## src/rtl/clock_phase_gen.sv

```systemverilog
// Multi-channel registered clock generator: each channel divides the master
// clock by 2*(div+1), and new settings take effect only at a period boundary.
module clock_phase_gen #(
  parameter int                NUM_CH  = 4,
  parameter int                CNT_W   = 4,
  parameter int                RST_DIV = 0,
  parameter logic [NUM_CH-1:0] RST_EN  = '1,
  parameter logic [NUM_CH-1:0] RST_INV = '0
) (
  input  logic              i_clock,
  input  logic              i_reset,
  input  logic              i_cfg_we,
  input  logic [3:0]        i_cfg_ch,
  input  logic [CNT_W-1:0]  i_cfg_div,
  input  logic              i_cfg_inv,
  input  logic              i_cfg_en,
  input  logic              i_sync_all,
  output logic [NUM_CH-1:0] o_clk_out,
  output logic [NUM_CH-1:0] o_tick,
  output logic [NUM_CH-1:0] o_cfg_pending
);

  typedef struct packed {
    logic [CNT_W-1:0] div;
    logic             inv;
    logic             en;
  } cfg_t;

  localparam logic [CNT_W-1:0] LP_RST_DIV = CNT_W'(RST_DIV);

  cfg_t w_cfg_in;
  assign w_cfg_in = '{div: i_cfg_div, inv: i_cfg_inv, en: i_cfg_en};

  for (genvar g = 0; g < NUM_CH; g++) begin : g_ch
    localparam cfg_t LP_RST_CFG = '{div: LP_RST_DIV, inv: RST_INV[g], en: RST_EN[g]};

    cfg_t             r_act, r_shd, w_act_nxt, w_shd_nxt;
    logic [CNT_W-1:0] r_cnt, w_cnt_nxt;
    logic             r_ph, w_ph_nxt;
    logic             r_pend, w_pend_nxt;
    logic             r_clk, r_tick;
    logic             w_wr, w_boundary, w_apply;

    // Writes to channel numbers at or above NUM_CH match no channel.
    assign w_wr       = i_cfg_we && (i_cfg_ch == 4'(g));
    assign w_boundary = r_act.en && r_ph && (r_cnt == r_act.div);
    assign w_apply    = r_pend && (w_boundary || !r_act.en);

    always_comb begin
      // NOTE: every next-state signal gets a default first so no path can infer a latch.
      w_act_nxt  = r_act;
      w_shd_nxt  = r_shd;
      w_pend_nxt = r_pend;
      w_cnt_nxt  = r_cnt;
      w_ph_nxt   = r_ph;
      if (i_sync_all) begin
        // A write in the sync cycle reaches the shadow first and is applied by this sync.
        if (w_wr) begin
          w_act_nxt = w_cfg_in;
          w_shd_nxt = w_cfg_in;
        end else if (r_pend) begin
          w_act_nxt = r_shd;
        end
        w_pend_nxt = 1'b0;
        w_cnt_nxt  = '0;
        w_ph_nxt   = 1'b0;
      end else begin
        if (w_apply) begin
          w_act_nxt  = r_shd;
          w_pend_nxt = 1'b0;
          w_cnt_nxt  = '0;
          w_ph_nxt   = 1'b0;
        end else if (r_act.en) begin
          if (r_cnt == r_act.div) begin
            w_cnt_nxt = '0;
            w_ph_nxt  = ~r_ph;
          end else begin
            w_cnt_nxt = r_cnt + CNT_W'(1);
          end
        end else begin
          w_cnt_nxt = '0;
          w_ph_nxt  = 1'b0;
        end
        // A write on the apply cycle becomes the next pending config.
        if (w_wr) begin
          w_shd_nxt  = w_cfg_in;
          w_pend_nxt = 1'b1;
        end
      end
    end

    // NOTE: sequential state uses non-blocking assignments only, so every register samples pre-edge values.
    always_ff @(posedge i_clock or posedge i_reset) begin
      if (i_reset) begin
        r_act  <= LP_RST_CFG;
        r_shd  <= LP_RST_CFG;
        r_cnt  <= '0;
        r_ph   <= 1'b0;
        r_pend <= 1'b0;
        r_clk  <= RST_INV[g];
        r_tick <= 1'b0;
      end else begin
        r_act  <= w_act_nxt;
        r_shd  <= w_shd_nxt;
        r_cnt  <= w_cnt_nxt;
        r_ph   <= w_ph_nxt;
        r_pend <= w_pend_nxt;
        // Output level is registered directly so the XOR never glitches onto the clock net.
        r_clk  <= w_ph_nxt ^ w_act_nxt.inv;
        r_tick <= w_ph_nxt & ~r_ph;
      end
    end

    assign o_clk_out[g]     = r_clk;
    assign o_tick[g]        = r_tick;
    assign o_cfg_pending[g] = r_pend;
  end

endmodule

```

## config.mk

```make
export PLATFORM = sky130hd
export DESIGN_NAME = clock_phase_gen
export DESIGN_NICKNAME = d
export VERILOG_FILES = /design/src/rtl/clock_phase_gen.sv
export SDC_FILE = /design/constraint.sdc
export NUM_CORES = 1
export LEC_CHECK = 0
export CAP_MARGIN = 10
export CORE_MARGIN = 3
export CORE_UTILIZATION = 46
export CTS_CLUSTER_SIZE = 14
export DETAILED_ROUTE_END_ITERATION = 10
export MAX_ROUTING_LAYER = met4
export SKIP_CTS_REPAIR_TIMING = 1
export SYNTH_ARGS = -nofsm -noshare
export SYNTH_HDL_FRONTEND = slang
export SYNTH_SLANG_ARGS = --single-unit
export TNS_END_PERCENT = 1
```

## constraint.sdc

```tcl
create_clock -name i_clock -period 4 [get_ports i_clock]
set_input_delay 1.2 -clock i_clock [delete_from_list [all_inputs] [get_ports i_clock]]
set_output_delay 1.2 -clock i_clock [all_outputs]
set_load 0.005 [all_outputs]
```

==> impl_metrics.toml <==
[outcome]
status = "finished, final reports clean"

[placed_design]
place.detailed.instances = 539
place_area_mm2 = 0.00448
gp_congestion = 0.812
dp_hpwl_um = 6030
port_buffers = 25

[grt]
antenna_found_initial = 0
grt_pass1_vias = 3105
grtUsageTotal_pct = 18.8
grt_max_degree = 31
grt_first_pass_wirelength_um = 14800
grt-ovfl-total = 0

[setup_path]
end_kind = "flip-flop"
reg2reg_to = "g_ch[3].r_act[4]"
reg2reg_from = "g_ch[3].r_act[3]"
critPathLaunchType = "primary input"
arrival_ns = 3.17
crit_path_max_fanout = 12
critPathRequiredTime_ns = 4.28
r2r_cells = 5
critPathKind = "primary input to flip-flop"
rrSetupSlack_ns = 2.00

[synthesis]
synth_top_area_share_pct = 42.7
yosysTopAreaCell = "dfrtp_1"
async_flop_share_pct = 100
synth.distinct_cells = 56
synth-edff-count = 0
syn_area_per_cell_um2 = 9.76
yosys_warnings = 0
syn-num-nets = 450
ys_ff_latch = 80
synthesis.area_mm2 = 0.00422
synth_ff_type = "dfrtp_1"
ys_seq_area_share_pct = 47.7
synth_common_cells = "nand2_1, dfrtp_1, nor2_1"
yosys-top-cells-area = "dfrtp_1, nand2_1, dfstp_2"
yosysMostFrequentCell = "nand2_1"
netlist_instances = 432

[finish]
nNetsFinal = 460
diodes = 0
nFillCells = 803
final_cells = 555
syn2layout_area_growth_pct = 11.1
drive_gt1_share_pct = 12.8
postLayoutCellArea_mm2 = 0.00468

[timing]
post-route-min-period_ns = 2.90
tightest_slew_ns = 0.554
fmax_mhz = 345
slew_headroom_pct = 62.9
fin_hold_ws_ns = 0.477
skew_ns = 0.00877
slew_violations = 0
rsz0062_at_grt = "no"
fin_crit_sh_pct = 72.4
hold_viol = 0
finalSetupTns_ns = 0
setup_violations = 0

[pwr]
p_leak_nw = 2.01
power_density_mw_per_mm2 = 493
ir_drop_mv = 0.226

[clock_tree]
cts-root-buf = "clkbuf_8"
cts_tree = "yes"
cts.path.max_buffers = 2
clock-sinks = 80
htree_levels = 3
clock_latency_ns = 0.35
cts-buffers-inserted = 9
clk_pin_slew_ns = 0.08

[die]
pin_count = 26
die_y_um = 102
die_x_um = 102
floorplan.initialDensity_pct = 47.9
die-area_mm2 = 0.0103
fp-row-count = 34
coreArea_mm2 = 0.00881

[detailed_routing]
drc_errors = 0
drt_iter0_drc = 98
antenna_left = 0
viasPerCell = 5.58
dr.pass1.iters = 4
avgRoutedWirePerCell_um = 15.6
wl_um = 8650
vias = 3095

[min_path]
min_delay_path_depth = 2
hold_end = "g_ch[2].r_shd[0]"
hold_path_class = "flip-flop to flip-flop"
hp-start = "g_ch[2].r_shd[0]"

[flow_run]
max_cap_violations = 0
## power breakdown
part | switching (mW) | leakage (nW) | internal, mW
logic | 0.290 | 0.899 | 0.284
clock network | 0.298 | 0.101 | 0.320
registers | 0.133 | 1.01 | 0.981
## worst max-delay path, cell delays in order
cell and delay (ns):
clkdlybuf4s50_1 0.46, or3b_1 0.54, nor2_1 0.17, buf_4 0.19, o21ai_1 0.16, and3_1 0.23, a211o_1 0.23
## through the flow
stage	power (mW)	utilization, %	setup slack (ns)
CTS	2.33	53.2	1.12
floorplan	1.56	-	0.762
global placement	1.69	50.8	0.788
finish	2.31	53.2	1.10
detailed placement	1.71	50.8	0.736
global route	2.45	53.2	0.968
## state kept, by name, summed over array words and instances (netlist names)
name         cells
g_ch.r_ph        4
g_ch.r_clk       4
g_ch.r_shd      24
g_ch.r_tick      4
g_ch.r_pend      4
g_ch.r_cnt      16
g_ch.r_act      24
## placed cells by master (no fill, tap or decap), drive strengths merged, types with 5 or more instances in the layout
cell type | netlist | layout
nand2 | 78 | 78
dfrtp | 72 | 72
nor2 | 29 | 29
clkdlybuf4s50 | 0 | 25
nand3 | 23 | 23
xor2 | 20 | 20
o21ai | 17 | 17
inv | 13 | 12
clkbuf | 16 | 11
a21boi | 10 | 10
a221o | 10 | 10
nand2b | 10 | 10
mux2 | 10 | 10
a21oi | 9 | 9
xnor2 | 8 | 8
dfstp | 8 | 8
a31oi | 6 | 6
buf | 16 | 6
a22o | 5 | 5
and2 | 5 | 5
o21a | 5 | 5
nor4 | 5 | 5
nor3 | 5 | 5
or2 | 5 | 5
## metal layers
layer / wire length (um) / vias up / GRT usage, % / part of all wire, %
met1: 4110 / 1509 / 24.7 / 48
met2: 4090 / 60 / 28.8 / 47
met5: 0 / - / - / 0
met4: 93 / 0 / 6.13 / 1.1
met3: 354 / 6 / 4.61 / 4.1
li1: - / 1520 / - / -
## layout make-up
type | count | area [um2] | share of cell area (%)
clock buffers | 11 | 151 | 3.23
well taps | 108 | 135 | 2.89
flip-flops and latches | 80 | 2010 | 43.0
inverters | 13 | 50.0 | 1.07
multi-input cells | 307 | 1980 | 42.4
clock inverters | 5 | 55.1 | 1.18
repair buffers | 31 | 295 | 6.31
## worst max path at each step
stage,startpoint,endpoint,depth (start not counted)
3_3_place_gp,i_cfg_we,g_ch[3].r_act[0],7
4_1_cts,i_cfg_we,g_ch[3].r_act[0],7
2_1_floorplan,i_reset,g_ch[0].r_act[1],1
3_5_place_dp,i_cfg_ch[3],g_ch[3].r_act[0],7
5_1_grt,i_cfg_we,g_ch[3].r_act[0],7
6_report,i_cfg_we,g_ch[3].r_act[0],7
## logic make-up after synthesis
family                     count (synthesis)  synth area share [%]
and+or+nand+nor                          182                  22.7
adders and majority gates                  4                  1.19
xor gates and xnor gates                  28                  5.82
DFF                                       80                  47.7
muxes                                     11                  3.00
AOI/OAI and AO/OA                         82                  14.3
buffers and inverters                     45                  5.22
Power figures use the tool's default switching activity.
